<file path="src/rtl/serial_subtractor.sv">
// Bit-serial two's-complement subtractor (diff = a - b), LSB first, one bit per clock.
// Latency: done is high the cycle after the WIDTH-th RUN edge; back-to-back every WIDTH+1 cycles.
// Backpressure: none; start is accepted only in IDLE or DONE and is ignored while busy.
module serial_subtractor #(
  parameter int WIDTH = 4
) (
  input  logic             clk,
  input  logic             rst,
  input  logic             start,
  input  logic [WIDTH-1:0] a,
  input  logic [WIDTH-1:0] b,
  output logic             busy,
  output logic             done,
  output logic [WIDTH-1:0] diff,
  output logic             borrow,
  output logic             ovf,
  output logic             sbit,
  output logic             sbit_valid
);

  localparam int CW = (WIDTH > 2) ? $clog2(WIDTH) : 1;
  localparam logic [CW-1:0] LAST = CW'(WIDTH - 1);

  typedef enum logic [1:0] {
    S_IDLE = 2'd0,
    S_RUN  = 2'd1,
    S_DONE = 2'd2
  } state_t;

  state_t           state_q, state_d;
  logic [WIDTH-1:0] ra_q, ra_d;
  logic [WIDTH-1:0] rb_q, rb_d;
  logic [WIDTH-1:0] res_q, res_d;
  logic [CW-1:0]    cnt_q, cnt_d;
  logic             br_q, br_d;
  logic             a_msb_q, a_msb_d;
  logic             b_msb_q, b_msb_d;
  logic             busy_q, busy_d;
  logic             done_q, done_d;
  logic [WIDTH-1:0] diff_q, diff_d;
  logic             borrow_q, borrow_d;
  logic             ovf_q, ovf_d;
  logic             sbit_q, sbit_d;
  logic             sbit_valid_q, sbit_valid_d;

  // Full-subtractor cell on the current LSBs and the assembled result after this bit.
  logic             bit_d;
  logic             br_nxt;
  logic [WIDTH-1:0] res_nxt;

  // Next-state logic: operand capture, serial borrow chain and result registration.
  always_comb begin
    bit_d        = ra_q[0] ^ rb_q[0] ^ br_q;
    br_nxt       = (~ra_q[0] & rb_q[0]) | (~(ra_q[0] ^ rb_q[0]) & br_q);
    res_nxt      = {bit_d, res_q[WIDTH-1:1]};

    state_d      = state_q;
    ra_d         = ra_q;
    rb_d         = rb_q;
    res_d        = res_q;
    cnt_d        = cnt_q;
    br_d         = br_q;
    a_msb_d      = a_msb_q;
    b_msb_d      = b_msb_q;
    diff_d       = diff_q;
    borrow_d     = borrow_q;
    ovf_d        = ovf_q;
    busy_d       = 1'b0;
    done_d       = 1'b0;
    sbit_d       = 1'b0;
    sbit_valid_d = 1'b0;

    case (state_q)
      S_IDLE, S_DONE: begin
        if (start) begin
          // DONE accepts exactly like IDLE so operations can run back-to-back.
          ra_d    = a;
          rb_d    = b;
          res_d   = '0;
          cnt_d   = '0;
          br_d    = 1'b0;
          a_msb_d = a[WIDTH-1];
          b_msb_d = b[WIDTH-1];
          state_d = S_RUN;
          busy_d  = 1'b1;
        end else begin
          state_d = S_IDLE;
        end
      end
      S_RUN: begin
        ra_d         = ra_q >> 1;
        rb_d         = rb_q >> 1;
        res_d        = res_nxt;
        br_d         = br_nxt;
        cnt_d        = cnt_q + CW'(1);
        sbit_d       = bit_d;
        sbit_valid_d = 1'b1;
        if (cnt_q == LAST) begin
          // Parallel results change only here, so they stay stable through a following RUN.
          state_d  = S_DONE;
          done_d   = 1'b1;
          diff_d   = res_nxt;
          borrow_d = br_nxt;
          // Overflow needs operands of opposite sign and a result whose sign differs from a.
          ovf_d    = (a_msb_q != b_msb_q) & (res_nxt[WIDTH-1] != a_msb_q);
        end else begin
          busy_d   = 1'b1;
        end
      end
      default: begin
        state_d = S_IDLE;
      end
    endcase
  end

  // State and registered outputs; synchronous reset discards any operation in flight.
  always_ff @(posedge clk) begin
    if (rst) begin
      state_q      <= S_IDLE;
      ra_q         <= '0;
      rb_q         <= '0;
      res_q        <= '0;
      cnt_q        <= '0;
      br_q         <= 1'b0;
      a_msb_q      <= 1'b0;
      b_msb_q      <= 1'b0;
      busy_q       <= 1'b0;
      done_q       <= 1'b0;
      diff_q       <= '0;
      borrow_q     <= 1'b0;
      ovf_q        <= 1'b0;
      sbit_q       <= 1'b0;
      sbit_valid_q <= 1'b0;
    end else begin
      state_q      <= state_d;
      ra_q         <= ra_d;
      rb_q         <= rb_d;
      res_q        <= res_d;
      cnt_q        <= cnt_d;
      br_q         <= br_d;
      a_msb_q      <= a_msb_d;
      b_msb_q      <= b_msb_d;
      busy_q       <= busy_d;
      done_q       <= done_d;
      diff_q       <= diff_d;
      borrow_q     <= borrow_d;
      ovf_q        <= ovf_d;
      sbit_q       <= sbit_d;
      sbit_valid_q <= sbit_valid_d;
    end
  end

  assign busy       = busy_q;
  assign done       = done_q;
  assign diff       = diff_q;
  assign borrow     = borrow_q;
  assign ovf        = ovf_q;
  assign sbit       = sbit_q;
  assign sbit_valid = sbit_valid_q;

endmodule

</file>
<file path="config.mk">
export PLATFORM = sky130hd
export DESIGN_NAME = serial_subtractor
export DESIGN_NICKNAME = d
export VERILOG_FILES = /design/src/rtl/serial_subtractor.sv
export SDC_FILE = /design/constraint.sdc
export NUM_CORES = 1
export LEC_CHECK = 0
export ABC_AREA = 1
export CAP_MARGIN = 20
export CORE_MARGIN = 4
export CORE_UTILIZATION = 40
export CTS_CLUSTER_DIAMETER = 60
export CTS_CLUSTER_SIZE = 30
export DETAILED_ROUTE_END_ITERATION = 12
export SLEW_MARGIN = 30
export SYNTH_ARGS = -nofsm -noshare
export SYNTH_HDL_FRONTEND = slang
export SYNTH_SLANG_ARGS = --single-unit
</file>
<file path="constraint.sdc">
create_clock -name clk -period 1.5 [get_ports clk]
set_clock_uncertainty 0.05 [all_clocks]
set_input_delay 0.15 -clock clk [delete_from_list [all_inputs] [get_ports clk]]
set_output_delay 0.15 -clock clk [all_outputs]
set_load 0.01 [all_outputs]
</file>
* Yosys cells after proc, flatten, opt, wreduce, memory -nomap -nowiden
Index checks and enable logic that the tools add are counted.
Word-level totals: bits in registers 29, bits of input ports 11, output and inout bits 10, logic and storage cells 57
Cells by class: add/subtract/negate cells 1, eq/ne operators 7, multiplexer cells 18, bitwise gates (word level) 9, reduce and logical (&&, ||, !) cells 7
Operators with widths (number):
- case mux 4 bit (2 select lines) | 3
- 2-to-1 mux 4 bit | 3
- case mux 2 bit (2 select lines) | 2
- 2-to-1 mux 1 bit | 6
- AND reduction 2 bit | 3
- equality test 2 bit, second input constant | 2
- 2-to-1 mux 2 bit | 2
- != test 2 bit, second input constant | 2
- case mux 1 bit (2 select lines) | 2
- OR reduction 2 bit | 2
- bitwise AND 1 bit | 3
- NOT 1 bit | 3
- adder 2 x 1 -> 2 bit, second input constant | 1
- equality test 2 x 1 -> 1 bit, second input constant | 1
- logical NOT 2 bit | 1
- != test 1 bit | 2
- nonzero test 2 bit | 1
- bitwise XOR 1 bit | 2
- OR 1 bit | 1

* Logic depth before layout (Yosys ltp)
Gate-level depths: netlist of run 1.
depth after elaboration 5, mapped depth 7, mapped depth without buffers 7

* Least setup slack after synthesis of run 1
No wires, ideal clock.
kind flip-flop to flip-flop, start point reg rb_q[0], end point reg ovf_q (netlist: ovf), setup time 109 ps, arrival time 1142 ps, data required time 1341 ps, slack 199 ps, cell stages (with the launch flop) 8, buffers on the path 0, clock period less this slack 1301 ps, cell sequence dfxtp_1 inv_1 fa_1 nor2_1 nand2_1 nand3_1 nand2_1 inv_1
Between the ends: word-level cells in the longest chain between the ends 4
Ends and longest elaborated chain:
- from (decl) | line 32 | logic [WIDTH-1:0] rb_q, rb_d;
- from (signal assigned) | line 137 | rb_q <= rb_d;
- bitwise XOR 1 bit (2 in a row) | line 53 | bit_d = ra_q[0] ^ rb_q[0] ^ br_q;
- named net bit_d | line 47 | logic bit_d;
- != test 1 bit | line 105 | ovf_d = (a_msb_q != b_msb_q) & (res_nxt[WIDTH-1] != a_msb_q);
- bitwise AND 1 bit | line 105
- to (signal assigned) | line 147 | ovf_q <= ovf_d;
- to (decl) | line 42 | logic ovf_q, ovf_d;
The timed path passes the listed nets, and every way through them passes these cells. A chain may end at the register's enable or synchronous reset.

* Worst setup path in the final report of run 1
start point reg diff_q[0] (netlist: diff[0]), end point out diff[0]
RTL lines:
- from (decl) | line 40 | logic [WIDTH-1:0] diff_q, diff_d;
- from (signal assigned) | line 145 | diff_q <= diff_d;
- to (decl) | line 14 | output logic [WIDTH-1:0] diff,
No word-level cell between the ends.

==> impl_metrics.csv, run 1 <==
group,metric,value,unit
worst_setup_path,critical_path.top_delay_family,"buffers and inverters",
worst_setup_path,max_stage_delay,540,ps
die,die_h,62.8,um
detailed_routing,antenna_left,0,
logic_synthesis,syn_area_per_cell,8.02,um2
clocking,cts_inserted_buffers,3,
cells_and_area,n_antenna_cell,0,
detailed_routing,avgViaCountPerCell,4.83,
cells_and_area,nNetsFinal,187,
die,ioPinCount,21,
min_path,whs_path_depth,3,
clocking,clock_sinks,28,
logic_synthesis,synthCells,150,
min_path,min_path_type,"in -> reg",
logic_synthesis,synthArstFlopShare,0,
worst_setup_path,cp_max_fo,2,
logic_synthesis,yosysSeqAreaShare,0.466,
cells_and_area,final_cells,204,
logic_synthesis,yosysWarnings,0,
cells_and_area,final_cell_mix,"33 x nand2_1, 24 x dfxtp_1, 19 x inv_1, 19 x clkdlybuf4s50_1, 15 x nand3_1",
logic_synthesis,synth_edf_count,0,
placed_design,place_congestion,0.775,
logic_synthesis,synthTopCellsByArea,"dfxtp_1 47%, nand2_1 10%, nand3_1 6.2%, inv_1 5.9%, a21oi_1 4.2%",
timing,max_freq,704,MHz
global_routing,grt_pass1_wl,4170,um
clocking,clk_pin_slew,140,ps
timing,worst_pin_slew,286,ps
worst_setup_path,cp.depth,1,
worst_setup_path,required,1300,ps
die,start_util,0.429,
cells_and_area,syn_to_final_growth,23.5,%
pwr,ir_worst_vdd,0.000737,V
detailed_routing,wl,2360,um
cells_and_area,fillers,283,
global_routing,grt_max_degree,21,
detailed_routing,wire_per_inst,11.6,um
pwr,p_leak,0.659,nW
detailed_routing,dr.pass1.iters,4,
timing,fin_setup_tns,0,ps
run,maxCapViolations,0,
clocking,clk_latency,320,ps
timing,hold_viol,0,
cells_and_area,drive_above_1_share,0.156,
timing,slew_violations,0,
cells_and_area,final_area,0.00149,mm2
global_routing,overflow,0,
worst_setup_path,crit_type,"reg -> out",
timing,setup_viol,0,
global_routing,antenna_found_initial,0,
placed_design,io_buffers,20,
clocking,cts_root_buffer,"clkbuf_4",
logic_synthesis,yosysTopAreaCellShare,0.466,
logic_synthesis,synth_seq_cells,28,
worst_setup_path,crit_slowest_cell,"clkdlybuf4s50_1",
timing,relSlewSlack,0.809,
worst_setup_path,path_cells,"clkdlybuf4s50_1",
clocking,clk_path_buf_depth,2,
detailed_routing,vias,986,
die,core_area,0.00281,mm2
die,die-area,0.00395,mm2
placed_design,dp_cells,198,
worst_setup_path,critPathArrivalTime,1220,ps
pwr,power,1.62,mW
timing,rsz0062_at_grt,"false",
logic_synthesis,yosysTopAreaCell,"dfxtp_1",
timing,finalCritPeriodShare,0.947,
pwr,powerDensity,1090,mW/mm2
global_routing,track_usage,0.130,
logic_synthesis,synth-main-ff-cell,"dfxtp_1",
logic_synthesis,yosysUniqueCellTypes,25,
cells_and_area,final_common_cell,"nand2_1",
logic_synthesis,synth_nets,163,
status,run_status,"finished clean",
detailed_routing,first_iter_violations,42,
global_routing,first_global_vias,934,
placed_design,dpl.hpwl,1700,um
logic_synthesis,synth_area,0.00120,mm2
worst_setup_path,r2r_cells,5,
placed_design,dpl_cell_area,0.00141,mm2
die,die_w,62.8,um
worst_setup_path,critPathBufInv,1,
timing,min_period,1420,ps
detailed_routing,drc_errors,0,
worst_setup_path,cp-end-kind,"output port",
die,num_rows,19,
clocking,cts_tree,"built",
clocking,htree_levels,1,
worst_setup_path,start_kind,"flop",
==> layer usage <==
| metal | vias up | global-route usage | part of all wire |
|---|---|---|---|
| met3 | 2 | 0.0414 | 0.037 |
| met1 | 452 | 0.164 | 0.50 |
| met2 | 12 | 0.214 | 0.45 |
| met5 | - | 0 | 0 |
| li1 | 520 | - | - |
| met4 | 0 | 0.0331 | 0.0072 |
==> tightest hold or removal path, stage by stage <==
cell	delay [ps]
clkdlybuf4s50_1	400
nand2_1	90
a21oi_1	60
==> Yosys cell counts, types with 2 or more instances <==
| library cell | number |
|---|---|
| o21ai_0 | 2 |
| inv_1 | 19 |
| nand2_1 | 33 |
| nand2_4 | 3 |
| a21oi_1 | 10 |
| dfxtp_1 | 28 |
| nor3_1 | 6 |
| nand3b_1 | 2 |
| inv_2 | 3 |
| o21ai_2 | 2 |
| nand3_1 | 15 |
| o22ai_1 | 5 |
| nor2_1 | 10 |
==> area by class of cell <==
type,instances,area [um2],area share
Sequential cell,28,566,0.381
Multi-Input combinational cell,93,497,0.334
Timing Repair Buffer,24,233,0.157
Inverter,24,98.8,0.0666
Tap cell,31,38.8,0.0261
Clock inverter,1,30.0,0.0202
Clock buffer,3,22.5,0.0152
==> repair_timing <==
action                     4_1_cts  5_1_grt
hold buffers                     0        0
setup endpoints to repair        0        4
buffers inserted                 0        2
resized for setup                0        7
==> stage by stage <==
step	utilization	hold slack [ps]	setup WS [ps]
after floorplan	-	214	199
after global placement	0.501	391	172
after detailed placement	0.501	401	138
after CTS	0.520	342	54.7
after global routing	0.529	362	3.26
final	0.529	354	78.8
==> final timing paths <==
| path | startpoint | to | slack [ps] |
|---|---|---|---|
| worst max-delay path | diff[0] | diff[0] | 80 |
| worst max register to register | br_q | res_q[3] | 120 |
| worst min-delay path | a[3] | a_msb_q | 350 |
| worst min register to register | cnt_q[0] | cnt_q[0] | 420 |
==> registers in the layout, indices dropped and copies added, names as in the netlist <==
register and flops:
ra_q 4, ovf 1, b_msb_q 1, done 1
br_q 1, rb_q 4, state_q 2, cnt_q 2
busy 1, sbit 1, sbit_valid 1, a_msb_q 1
borrow 1, res_q 3, diff 4
==> report_power, final <==
group	total (mW)	leakage (nW)	internal [mW]	switching (mW)
clock	0.486	0.0279	0.270	0.216
combinational	0.313	0.400	0.136	0.177
sequential	0.818	0.231	0.795	0.0232
total	1.62	0.659	1.20	0.416
==> logic make-up after synthesis <==
logic type,synth area share
simple gates,0.291
compound gates,0.0905
flops,0.466
buf+inv,0.125
fa+ha+maj,0.0271
Note: power is estimated with default switching activity, not from simulation.
==> run 2, diff against run 1 <==
RECOVER_POWER = 100   (was unset)
clock period = 1.84 ns   (was 1.5 ns; I/O delays follow)
==> run 2 against run 1 <==
Global-route usage increased by 0.48 points. Critical path depth unchanged. Sequential share of layout area increased by 0.95 points. Cell count decreased by 1.5%. First-iteration DRC count increased by 2.4%. Largest cell class unchanged.
==> impl_metrics.csv, run 2 (same netlist as run 1, synthesis figures left out) <==
group,metric,value,unit
clocking,htree_levels,1,
clocking,clk_path_buf_depth,2,
detailed_routing,antenna_left,0,
clocking,clock_sinks,28,
pwr,p_seq_frac,0.520,
cells_and_area,n_antenna_cell,0,
placed_design,io_buffers,20,
clocking,cts_hold_buf,0,
detailed_routing,vias,981,
placed_design,pre_cts_ws,466,ps
global_routing,first_global_vias,918,
global_routing,busiest_layer,"met2",
timing,finalCritPeriodShare,0.831,
pwr,ir_worst_vdd,0.000429,V
worst_setup_path,crit_type,"reg -> out",
detailed_routing,avgViaCountPerCell,4.88,
global_routing,grt_pass1_wl,4270,um
cells_and_area,syn_to_final_growth,19.5,%
clocking,cts_tree,"built",
die,die-area,0.00395,mm2
worst_setup_path,required,1610,ps
detailed_routing,wl,2370,um
run,maxCapViolations,0,
die,ioPinCount,21,
detailed_routing,dr.pass1.iters,6,
detailed_routing,drc_errors,0,
worst_setup_path,critPathArrivalTime,1300,ps
clocking,ctsResizeCount,0,
detailed_routing,wire_per_inst,11.8,um
detailed_routing,first_iter_violations,43,
clocking,cts_root_buffer,"clkbuf_4",
timing,max_freq,654,MHz
pwr,powerDensity,902,mW/mm2
pwr,p_switching,338,uW
timing,fin_setup_tns,0,ps
global_routing,grt_max_degree,21,
worst_setup_path,cp_max_fo,2,
timing,relSlewSlack,0.667,
cells_and_area,final_area,0.00144,mm2
global_routing,overflow,0,
cells_and_area,final_cell_mix,"33 x nand2_1, 28 x dfxtp_1, 19 x inv_1, 15 x nand3_1",
pwr,p_leak,0.650,nW
pwr,power,1.30,mW
cells_and_area,nNetsFinal,184,
clocking,clk_latency,330,ps
die,start_util,0.429,
cells_and_area,final_core_util,0.512,
clocking,clk_pin_slew,160,ps
die,num_rows,19,
worst_setup_path,start_kind,"flop",
worst_setup_path,cp-end-kind,"output port",
pwr,p_clk_frac,0.314,
cells_and_area,final_common_cell,"nand2_1",
timing,final.setup.worst_slack,310,ps
placed_design,dpl_cell_area,0.00140,mm2
worst_setup_path,max_stage_delay,610,ps
timing,worst_pin_slew,498,ps
die,core_area,0.00281,mm2
timing,min_period,1530,ps
clocking,cts_inserted_buffers,3,
cells_and_area,final_cells,201,
die,die_h,62.8,um
timing,hold_viol,0,
placed_design,place_congestion,0.756,
placed_design,dp_cells,197,
cells_and_area,drive_above_1_share,0.100,
worst_setup_path,crit_slowest_cell,"dlygate4sd3_1",
worst_setup_path,path_cells,"dlygate4sd3_1",
status,run_status,"finished clean",
global_routing,use_met2,0.201,
clocking,cts_setup_buffers,0,
min_path,min_path_type,"in -> reg",
timing,rsz0062_at_grt,"false",
timing,hold_ws,364,ps
worst_setup_path,critPathBufInv,1,
timing,setup_viol,0,
placed_design,dpl.hpwl,1770,um
global_routing,grt_use_met1,0.185,
timing,slew_violations,0,
global_routing,met3_usage,0.0306,
worst_setup_path,critical_path.top_delay_family,"buffers and inverters",
pwr,p_comb_frac,0.166,
pwr,power.share.switching,0.261,
die,die_w,62.8,um
global_routing,track_usage,0.135,
global_routing,antenna_found_initial,0,
pwr,intPower,958,uW
[run 2: power by group through the flow]
stage	registers [mW]	clock network, mW	logic [mW]
3_5_place_dp	0.688	0	0.223
3_3_place_gp	0.686	0	0.222
4_1_cts	0.674	0.415	0.225
5_1_grt	0.679	0.447	0.250
6_report	0.673	0.408	0.215
2_1_floorplan	0.677	0	0.178
[run 2: worst paths after layout]
check	start	end	slack, ps	cells past startpoint
setup reg to reg	state_q[0]	res_q[1]	370	6
hold reg to reg	cnt_q[0]	cnt_q[0]	420	1
hold / removal	b[3]	rb_q[3]	360	3
setup / recovery	diff[3]	diff[3]	310	1
[run 2: metal layers]
layer / up-vias / wire length [um]
met2: 14 / 1070
met4: 0 / 27
met5: - / 0
met1: 446 / 1190
li1: 517 / -
met3: 4 / 75
[run 2: worst register-to-register path, delay by kind of cell, from the launching register on]
kind / cells / cell delay, ps
and+or+nand+nor: 3 / 530
DFF: 1 / 660
buffers and inverters: 2 / 130
AOI/OAI and AO/OA: 1 / 50
[run 2: final cells by class]
cell class / instances / area (um2)
timing repair buffer: 21 / 208
clock buffer: 3 / 22.5
multi-input combinational: 93 / 478
inverter: 24 / 98.8
sequential: 28 / 561
fill: 295 / 1370
clock inverter: 1 / 30.0
tap: 31 / 38.8
==> edit 1, RTL diff (flow settings as in run 1) <==
Make the reset (`rst`) asynchronous in one clocked block. Comments in the files are not updated.
--- a/src/rtl/serial_subtractor.sv
+++ b/src/rtl/serial_subtractor.sv
@@ -115,5 +115,5 @@
 
   // State and registered outputs; synchronous reset discards any operation in flight.
-  always_ff @(posedge clk) begin
+  always_ff @(posedge clk or posedge rst) begin
     if (rst) begin
       state_q      <= S_IDLE;
Function: differs if rst is asserted again (counterexample within 4 cycles, from zero or initial values and one cycle with rst high); with rst held inactive, the same outputs for 10 cycles.
==> edit 1 against run 1 <==
- design area up 8.1%
- die area up 5.5%
- setup slack worse by 0.021 ns
- routed wire length down 5.5%
- via count down 7.8%
- sequential share of layout area up 5.6 points
- sequential cell count unchanged
- count of clock-buffer cells in the layout unchanged
- synthesized area up 6.3%
- largest cell class unchanged
- highest routed layer unchanged
Power is not compared: it rests on default switching activity, and its combinational part moved more than twofold at a synthesized area within 25%.
==> edit 1: results <==
metrics = {
    "grt": {
        "grt_pass1_vias": 911,
        "grt_antenna_before_repair": 0,
        "grt_max_degree": 29,
        "grt_pass1_wl_um": 3981,
        "track_usage": 0.1224,
    },
    "synthesis": {
        "ys_top_cells_by_count": "nand2_1, dfrtp_1, inv_1",
        "synthesis.nets": 148,
        "async_flop_share": 1.000,
        "yosys_warnings": 0,
        "yosysUniqueCellTypes": 18,
        "synth.area.top_cells": "dfrtp_1, nand2_1, inv_1, nand3_2, nand2_4",
        "ys_seq_area_frac": 0.5479,
        "synth-main-ff-cell": "dfrtp_1",
    },
    "timing": {
        "whs_ns": 0.1103,
        "setup_slack_ns": 0.05760,
        "max_slew_margin": 0.7737,
    },
    "route": {
        "drt_iter0_drc": 18,
        "avgRoutedWirePerCell_um": 10.84,
        "first_pass_iters": 4,
        "viasPerCell": 4.413,
    },
    "finish": {
        "antenna_cells": 0,
        "fin_nets": 176,
        "drive_gt1_frac": 0.1914,
    },
    "setup_path": {
        "max_stage_delay_ns": 0.54,
        "cpLargestDelayFamily": "buffers and inverters",
        "critPathMaxFanout": 2,
        "critPathLaunch": "diff[1]",
        "r2r-start": "rb_q[0]",
        "cp_data_arrival_time_ns": 1.24,
        "r2r_setup_slack_ns": 0.10,
        "cpMaxStageDelayCell": "clkdlybuf4s50_1",
    },
    "clock_tree": {
        "clk_pin_slew_ns": 0.15,
        "cts_max_level": 1,
        "ctsHoldBuffers": 0,
        "clk_latency_ns": 0.33,
        "root_buffer": "clkbuf_4",
        "cts_made_buffers": 3,
        "clk_path_buf_depth": 2,
    },
    "placement": {
        "place_congestion": 0.8084,
        "port_buffers": 20,
        "post_dp_cell_area_mm2": 0.001538,
        "hpwlAfterDp_um": 1708,
        "dpl_worst_slack_ns": 0.09038,
    },
    "run_status": {
        "status": "finished, final reports clean",
    },
    "power_and_ir_drop": {
        "vdd_drop_max_v": 0.0008790,
        "p_leak_nw": 0.8476,
        "power_switching_w": 0.001384,
    },
    "min_path": {
        "hold_class": "input port to async pin",
    },
}
==> edit 1: metrics by stage <==
step           power, W  instances  setup TNS, ns  utilization
6_report       0.003535        206              0       0.5258
2_1_floorplan  0.002542        135              0            -
5_1_grt        0.003860        206     -0.0002078       0.5258
3_5_place_dp   0.003069        201              0       0.5037
4_1_cts        0.003560        205              0       0.5209
3_3_place_gp   0.003013        201              0       0.5037
==> edit 1: timing repair <==
action                                  4_1_cts  5_1_grt
hold endpoints to repair                      0        0
resized for setup                             0        4
setup buffers                                 0        1
endpoints found under the setup margin        0        3
==> edit 1: worst paths after layout <==
| kind | to | depth (start not counted) |
|---|---|---|
| worst max-delay path | diff[1] | 1 |
| worst min-delay path | busy | 3 |
| worst max register to register | ovf | 7 |
| worst min register to register | diff[3] | 2 |
| max in group asynchronous | state_q[1] | 3 |
| min in group clk | b_msb_q | 3 |
==> edit 1: routing by layer <==
metal,global-route usage,routed length (um)
met1,0.1575,1021
met2,0.2049,1094
met3,0.02080,75
met4,0.04749,42
met5,0,0
==> edit 1: cells by family after synthesis <==
family / count (synthesis) / synth area share
buf+inv: 28 / 0.1018
simple gates: 63 / 0.2583
fa+ha+maj: 2 / 0.02544
compound gates: 14 / 0.06653
flops: 28 / 0.5479
==> edit 1: area by class of cell <==
| type | count | area (um^2) |
|---|---|---|
| Fill cell | 314 | 1448 |
| Sequential cell | 28 | 700.7 |
| Multi-Input combinational cell | 79 | 450.4 |
| Timing Repair Buffer | 26 | 250.2 |
| Inverter | 25 | 96.34 |
| Tap cell | 44 | 55.05 |
| Clock inverter | 1 | 30.03 |
| Clock buffer | 3 | 22.52 |
==> edit 1: power by group through the flow <==
stage                     Clock [W]  Combinational [W]  Sequential, W
after floorplan                   0            0.00122        0.00133
after global placement            0            0.00171        0.00130
final                      0.000493            0.00175        0.00129
after CTS                  0.000504            0.00176        0.00129
after detailed placement          0            0.00176        0.00131
after global routing       0.000538            0.00199        0.00134
==> edit 2, RTL diff (settings of run 1) <==
Made on the original files. `WIDTH`: 4 -> 8.
--- a/src/rtl/serial_subtractor.sv
+++ b/src/rtl/serial_subtractor.sv
@@ -3,5 +3,5 @@
 // Backpressure: none; start is accepted only in IDLE or DONE and is ignored while busy.
 module serial_subtractor #(
-  parameter int WIDTH = 4
+  parameter int WIDTH = 8
 ) (
   input  logic             clk,
Ports: changed (resized a, b and diff); port bits go from 21 to 33. The function was not compared with the original's and may differ.
==> edit 2 against run 1 <==
- synthesized area increased by 66%
- die area increased by 57%
- power increased by 60%
- routed wire length increased by 65%
- sequential cell count increased by 17
- cell count increased by 74%
- setup slack improved by 0.015 ns
- clock power increased by 96%
- critical path depth increased by 5
- first-iteration DRC count increased to 2.8 times the old value
- design area increased by 67%
- largest cell class unchanged
- highest routed layer unchanged
==> edit 2: results <==
metrics = {
    "synthesis": {
        "synthesis.nets": 276,
        "ys_seq_area_frac": 0.4503,
        "syn_avg_cell_area_um2": 7.877,
    },
    "power_and_ir_drop": {
        "p_comb_frac": 0.136,
        "vdd_drop_max_v": 0.0006349,
    },
    "finish": {
        "clock_area_frac": 0.04836,
        "clock_buffer_count": 6,
        "fillerInstances": 488,
        "multi_input_cells": 171,
    },
    "grt": {
        "grtUsageMet1": 0.1867,
    },
    "setup_path": {
        "r2r_setup_slack_ns": 0.09,
        "cpMaxStageDelayCell": "fa_2",
        "ff2ff_path_depth": 6,
        "r2r-start": "ra_q[0]",
        "cp_data_arrival_time_ns": 1.56,
    },
    "clock_tree": {
        "clk_pin_slew_ns": 0.08,
        "clk_latency_ns": 0.30,
        "clock-sinks": 45,
        "cts_max_level": 2,
    },
    "timing": {
        "max_freq_mhz": 711.2,
        "whs_ns": 0.4117,
    },
    "route": {
        "wl_met2_um": 1689,
        "met1_length_um": 1986,
        "drt_iter0_drc": 116,
        "wl_um": 3901,
    },
    "placement": {
        "post_dp_cell_area_mm2": 0.002357,
        "port_buffers": 32,
    },
    "run_status": {
        "status": "finished, final reports clean",
    },
    "min_path": {
        "hold_depth": 2,
    },
}
-- edit 2: cell types whose count changed after synthesis, sizes merged, moves of 6 or more --
cell	run 1	this run
a21oi	10	19
buf	3	12
dfxtp	28	45
nand2	37	78
nand3	16	41
nor2	11	22
nor3	6	0
-- edit 2: worst register-to-register path, cell delays in order, from the launching register on --
cell	delay, ns
dfxtp_1	0.36
fa_2	0.62
nor2_1	0.06
nand2_1	0.05
nand3_1	0.08
nand2_1	0.07
inv_1	0.03
-- edit 2: power groups by stage --
| stage | sequential (W) | combinational [W] | clock [W] |
|---|---|---|---|
| floorplan | 0.00130 | 0.000276 | 0 |
| global placement | 0.00131 | 0.000352 | 0 |
| detailed placement | 0.00131 | 0.000350 | 0 |
| CTS | 0.00128 | 0.000353 | 0.000978 |
| global route | 0.00129 | 0.000403 | 0.00102 |
| finish | 0.00128 | 0.000353 | 0.000954 |
-- edit 2: cells by family after synthesis --
group,synth area share
buf+inv,0.1107
fa+ha+maj,0.02251
flops,0.4503
simple gates,0.3446
compound gates,0.07192
